===== src/rtl/i2c_read_bus_if.sv =====
// i2c_read_bus_if: pad-side and byte-side signals of the slave I2C byte receiver (ack_i only with I2C_READ_ACK_EN)
interface i2c_read_bus_if;
  logic       en;
  logic       scl_i;
  logic       sda_i;
  logic       sda_o;
  logic [7:0] data_out;
  logic       data_valid;
  logic [7:0] byte_cnt;
  logic       busy;
`ifdef I2C_READ_ACK_EN
  logic       ack_i;
  modport slave  (input en, scl_i, sda_i, ack_i, output sda_o, data_out, data_valid, byte_cnt, busy);
  modport master (output en, scl_i, sda_i, ack_i, input sda_o, data_out, data_valid, byte_cnt, busy);
`else
  modport slave  (input en, scl_i, sda_i, output sda_o, data_out, data_valid, byte_cnt, busy);
  modport master (output en, scl_i, sda_i, input sda_o, data_out, data_valid, byte_cnt, busy);
`endif
endinterface


===== src/rtl/i2c_read_bus.sv =====
// i2c_read_bus: slave-side I2C byte receiver with ninth-clock ACK; ACK/NACK drive enabled by I2C_READ_ACK_EN
module i2c_read_bus (
  input logic          clk,
  input logic          rst_n,
  i2c_read_bus_if.slave bus
);
  typedef enum logic [1:0] {IDLE, SHIFT, ACK_WAIT, ACK_DRIVE} state_t;
  state_t     state, state_n;
  logic [1:0] scl_s, sda_s;
  logic       scl_d, scl_pos, scl_neg;
  logic [3:0] bit_cnt, bit_cnt_n;
  logic [6:0] shift_reg, shift_n;
  logic [7:0] data_out, data_n, byte_cnt, cnt_n;
  logic       data_valid, valid_n, sda_o, sda_n, ack_bit;
`ifdef I2C_READ_ACK_EN
  assign ack_bit = ~bus.ack_i;
`else
  assign ack_bit = 1'b1;
`endif
  // pad synchronizers plus registered SCL edge pulses; tracks SCL in every state so a late en sees no false edge
  always_ff @(posedge clk or negedge rst_n)
    if (!rst_n) begin
      scl_s   <= 2'b11;
      sda_s   <= 2'b11;
      scl_d   <= 1'b1;
      scl_pos <= 1'b0;
      scl_neg <= 1'b0;
    end else begin
      scl_s   <= {scl_s[0], bus.scl_i};
      sda_s   <= {sda_s[0], bus.sda_i};
      scl_d   <= scl_s[1];
      scl_pos <= scl_s[1] & ~scl_d;
      scl_neg <= ~scl_s[1] & scl_d;
    end
  // next-state and datapath; a low en overrides everything, including a coincident 8th rising edge
  always_comb begin
    state_n   = state;
    bit_cnt_n = bit_cnt;
    shift_n   = shift_reg;
    data_n    = data_out;
    valid_n   = 1'b0;
    cnt_n     = byte_cnt;
    sda_n     = sda_o;
    if (!bus.en) begin
      state_n   = IDLE;
      bit_cnt_n = 4'd0;
      sda_n     = 1'b1;
    end else
      case (state)
        IDLE: begin
          state_n   = SHIFT;
          cnt_n     = 8'd0;
          bit_cnt_n = 4'd0;
          sda_n     = 1'b1;
        end
        SHIFT:
          if (scl_pos) begin
            shift_n   = {shift_reg[5:0], sda_s[1]};
            bit_cnt_n = bit_cnt + 4'd1;
            if (bit_cnt == 4'd7) begin
              data_n  = {shift_reg, sda_s[1]};
              valid_n = 1'b1;
              cnt_n   = byte_cnt + 8'd1;
              state_n = ACK_WAIT;
            end
          end
        ACK_WAIT:
          if (scl_neg) begin
            sda_n   = ack_bit;
            state_n = ACK_DRIVE;
          end
        ACK_DRIVE:
          if (scl_neg) begin
            sda_n     = 1'b1;
            bit_cnt_n = 4'd0;
            state_n   = SHIFT;
          end
        default: state_n = IDLE;
      endcase
  end
  // state and datapath registers; async reset releases SDA immediately
  always_ff @(posedge clk or negedge rst_n)
    if (!rst_n) begin
      state      <= IDLE;
      bit_cnt    <= 4'd0;
      shift_reg  <= 7'd0;
      data_out   <= 8'h00;
      data_valid <= 1'b0;
      byte_cnt   <= 8'd0;
      sda_o      <= 1'b1;
    end else begin
      state      <= state_n;
      bit_cnt    <= bit_cnt_n;
      shift_reg  <= shift_n;
      data_out   <= data_n;
      data_valid <= valid_n;
      byte_cnt   <= cnt_n;
      sda_o      <= sda_n;
    end
  assign bus.sda_o      = sda_o;
  assign bus.data_out   = data_out;
  assign bus.data_valid = data_valid;
  assign bus.byte_cnt   = byte_cnt;
  assign bus.busy       = (bit_cnt != 4'd0) || (state == ACK_WAIT) || (state == ACK_DRIVE);
endmodule


===== src/flat_wrapper.sv =====
// flat-port wrapper written by rule: the top's interface ports become plain ports
module i2c_read_bus_flat 
  (clk, rst_n, bus_en, bus_scl_i, bus_sda_i, bus_sda_o, bus_data_out, bus_data_valid, bus_byte_cnt, bus_busy);
  i2c_read_bus_if bus_i ();
  input logic clk;
  input logic rst_n;
  input wire logic [$bits(bus_i.en)-1:0] bus_en;
  input wire logic [$bits(bus_i.scl_i)-1:0] bus_scl_i;
  input wire logic [$bits(bus_i.sda_i)-1:0] bus_sda_i;
  output wire logic [$bits(bus_i.sda_o)-1:0] bus_sda_o;
  output wire logic [$bits(bus_i.data_out)-1:0] bus_data_out;
  output wire logic [$bits(bus_i.data_valid)-1:0] bus_data_valid;
  output wire logic [$bits(bus_i.byte_cnt)-1:0] bus_byte_cnt;
  output wire logic [$bits(bus_i.busy)-1:0] bus_busy;
  assign bus_i.en = bus_en;
  assign bus_i.scl_i = bus_scl_i;
  assign bus_i.sda_i = bus_sda_i;
  assign bus_sda_o = bus_i.sda_o;
  assign bus_data_out = bus_i.data_out;
  assign bus_data_valid = bus_i.data_valid;
  assign bus_byte_cnt = bus_i.byte_cnt;
  assign bus_busy = bus_i.busy;
  i2c_read_bus u_core (.clk(clk), .rst_n(rst_n), .bus(bus_i));
endmodule

===== config.mk =====
export PLATFORM = sky130hd
export DESIGN_NAME = i2c_read_bus_flat
export DESIGN_NICKNAME = d
export VERILOG_FILES = /design/src/rtl/i2c_read_bus_if.sv /design/src/rtl/i2c_read_bus.sv /design/src/flat_wrapper.sv
export SDC_FILE = /design/constraint.sdc
export NUM_CORES = 1
export LEC_CHECK = 0
export ABC_AREA = 1
export ABC_CLOCK_PERIOD_IN_PS = 1730
export BUFFER_PORTS_ARGS = -buffer_cell sky130_fd_sc_hd__buf_2
export CAP_MARGIN = 20
export CORE_MARGIN = 3
export CORE_UTILIZATION = 56
export DETAILED_ROUTE_END_ITERATION = 12
export GPL_ROUTABILITY_DRIVEN = 0
export HOLD_SLACK_MARGIN = 0.05
export PLACE_DENSITY = 0.82
export SLEW_MARGIN = 20
export SYNTH_ARGS = -nofsm -noshare
export SYNTH_HDL_FRONTEND = slang
export SYNTH_SLANG_ARGS = --single-unit
export TNS_END_PERCENT = 100

===== constraint.sdc =====
create_clock -name clk -period 1.73 [get_ports clk]
set_input_delay 0.519 -clock clk [delete_from_list [all_inputs] [get_ports clk]]
set_output_delay 0.519 -clock clk [all_outputs]
set_load 0.05 [all_outputs]

==> impl_metrics.toml <==
[grt]
track_usage = 0.190
grt_pass1_vias = 1327
antenna_found_initial = 0
grt_max_degree = 24
grt_pass1_wl_um = 5900
overflow = 0

[routing]
ant_nets = 0
wl_per_cell_um = 11.8
drc = 0
wirelength_um = 3300
vias = 1399
drt_pass1_iterations = 4
viasPerCell = 5.00
drtIter0Drc = 123

[timing]
finalCritPeriodShare = 1.07
tightest_slew_ps = 501
relSlewSlack = 0.666
rsz0062_at_grt = "yes"
finClkSkew_ps = 12.2
setup_viol = 1
layout_min_cycle_time_ps = 1840
whs_ps = 131
fmax_mhz = 543
setup_ws_ps = -113
finalHoldViolations = 0
drv_slew = 0

[setup_path]
critical_path_class = "register to output port"
worstPathMaxFanout = 4
worstSetupStartpointType = "register"
reg2reg_slack_ps = 10
required_ps = 1210
critPathArrivalTime_ps = 1320
r2r-start = "u_core.state[1]"
worstSetupEndpointType = "output port"
r2r_end = "u_core.bus.data_out[0]"
reg2regPathDepth = 10

[flow_run]
drv_cap = 0

[floorplanning]
initial_utilization = 0.622
rows = 19
die_w_um = 62.8
core_area_um2 = 2900
die_area_um2 = 3940
die-height_um = 62.8
io_pins = 24

[power]
p_sw_frac = 0.380
power.net_switching_w = 0.000997
leakagePower_nw = 1.17
power.density_nw_per_um2 = 1240
ir_drop_mv = 0.948
intPower_w = 0.00163
p_seq_frac = 0.427
comb_power_share = 0.349
p_clk_frac = 0.224
power_w = 0.00263

[run_status]
violations = "setup timing"
status = "finished, violations left"

[synth]
synth_mux_area_frac = 0
synth_xor_area_frac = 0.00485
synth_fa_ha_area_frac = 0.0555
syn_avg_cell_area_um2 = 8.93
synth_seq_area_share = 0.517
synthArstFlopShare = 1.00
synth_cells = 202
ys.flop_type = "dfrtp_1"
synth-warning-count = 0
synth_top_family_by_area = "simple AND/OR/NAND/NOR gates"
synth_cell_type_count = 24
syn_area_um2 = 1800
ys_ff_latch = 37
synth-simple-area-share = 0.264
syn-num-nets = 215
synth_edf_count = 0
synth_compound_area_frac = 0.0784

[cts]
htreeDepth = 2
path_clk_slew_ps = 120
root_buffer = "clkbuf_4"
clock_latency_ps = 340
cts_buffer_depth = 2
cts_buffers = 5
cts_tree = "yes"
cts_num_sinks = 37

[cells_and_area]
fillCellCount = 229
stdcell_count = 280
postLayoutCoreUtil = 0.729
multiInputGateArea_um2 = 747
regArea_um2 = 932
design_area_um2 = 2110
n_antenna_cell = 0
syn_to_final_growth_pct = 17.2
final_nets = 250
layout-drive-gt1-share = 0.273

[placement]
placed_area_um2 = 1980
place_hpwl_um = 2330
place_inst = 268
io_buffers = 22

[min_path]
min_path_type = "primary input to asynchronous set/reset pin"
routing by layer:
| layer | GRT usage | routed length [um] |
|---|---|---|
| met1 | 0.257 | 1520 |
| met2 | 0.286 | 1520 |
| met3 | 0.0594 | 204 |
| met4 | 0.0716 | 53 |
| met5 | 0 | 0 |
critical path, cell delays in order, from the launching register on:
cell and delay [ps]:
dfrtp_1 440, inv_2 80, ha_4 160, nor2_1 80
nand3_1 80, buf_6 160
synth_stat cells, types with 2 or more instances:
cell / n / area (um2)
buf_4: 2 / 15.0
dfrtp_1: 32 / 801
dfstp_2: 5 / 131
ha_1: 8 / 100
inv_1: 28 / 105
nand2_1: 57 / 214
nand2_4: 2 / 22.5
nand3_1: 18 / 90.1
nand4_1: 4 / 25.0
nor2_1: 14 / 52.6
o21ai_0: 11 / 55.1
o21ai_2: 9 / 78.8
cell families (layout without fill, tap and decap cells):
family,after synthesis,after routing
DFF,37,37
adders and majority gates,8,8
buffers and inverters,33,69
and+or+nand+nor,101,101
xor gates and xnor gates,1,1
other,1,1
AOI/OAI and AO/OA,21,21
cells in the final DEF, fill, tap and decap left out, types with 4 or more instances in the layout:
cell type and count:
nor2_1 13, clkbuf_4 5, nand2_1 57, dfstp_2 5
inv_1 27, nand3_1 18, dfrtp_1 32, nand4_1 4
o21ai_0 11, o21ai_2 9, buf_2 21, buf_4 10
ha_1 6
how the worst max path moves through the flow:
stage	start	to	slack, ps
floorplan	u_core.state[0]	bus_busy	90
global placement	u_core.state[0]	bus_busy	160
detailed placement	u_core.state[0]	bus_busy	160
CTS	u_core.state[0]	bus_busy	-120
global route	u_core.state[0]	bus_busy	-190
finish	u_core.state[0]	bus_busy	-110
per-stage QoR:
stage                     setup WS (ps)  TNS [ps]
final                              -113      -113
after global routing               -190     -1780
after CTS                          -119      -119
after detailed placement            156         0
after global placement              158         0
after floorplan                    93.2         0
power groups by stage:
stage	logic, W	registers (W)	clock network (W)
CTS	0.000893	0.00112	0.000600
floorplan	0.000541	0.00118	0
global route	0.00103	0.00114	0.000653
detailed placement	0.000819	0.00113	0
global placement	0.000803	0.00112	0
finish	0.000916	0.00112	0.000589
final cells by class:
type                            instances  share of cell area
Clock buffer                            6              0.0195
Inverter                               29              0.0527
Clock inverter                          2              0.0183
Timing Repair Buffer                   32              0.0905
Multi-Input combinational cell        132               0.353
Sequential cell                        37               0.441
Tap cell                               42              0.0249
repair_timing:
item | 4_1_cts | 5_1_grt
pin swaps | 2 | 1
setup buffers | 3 | 1
cloned | 0 | 0
endpoints found under the setup margin | 1 | 23
hold buffers | 0 | 0
resized for setup | 6 | 1
(Power assumes the default switching activity.)
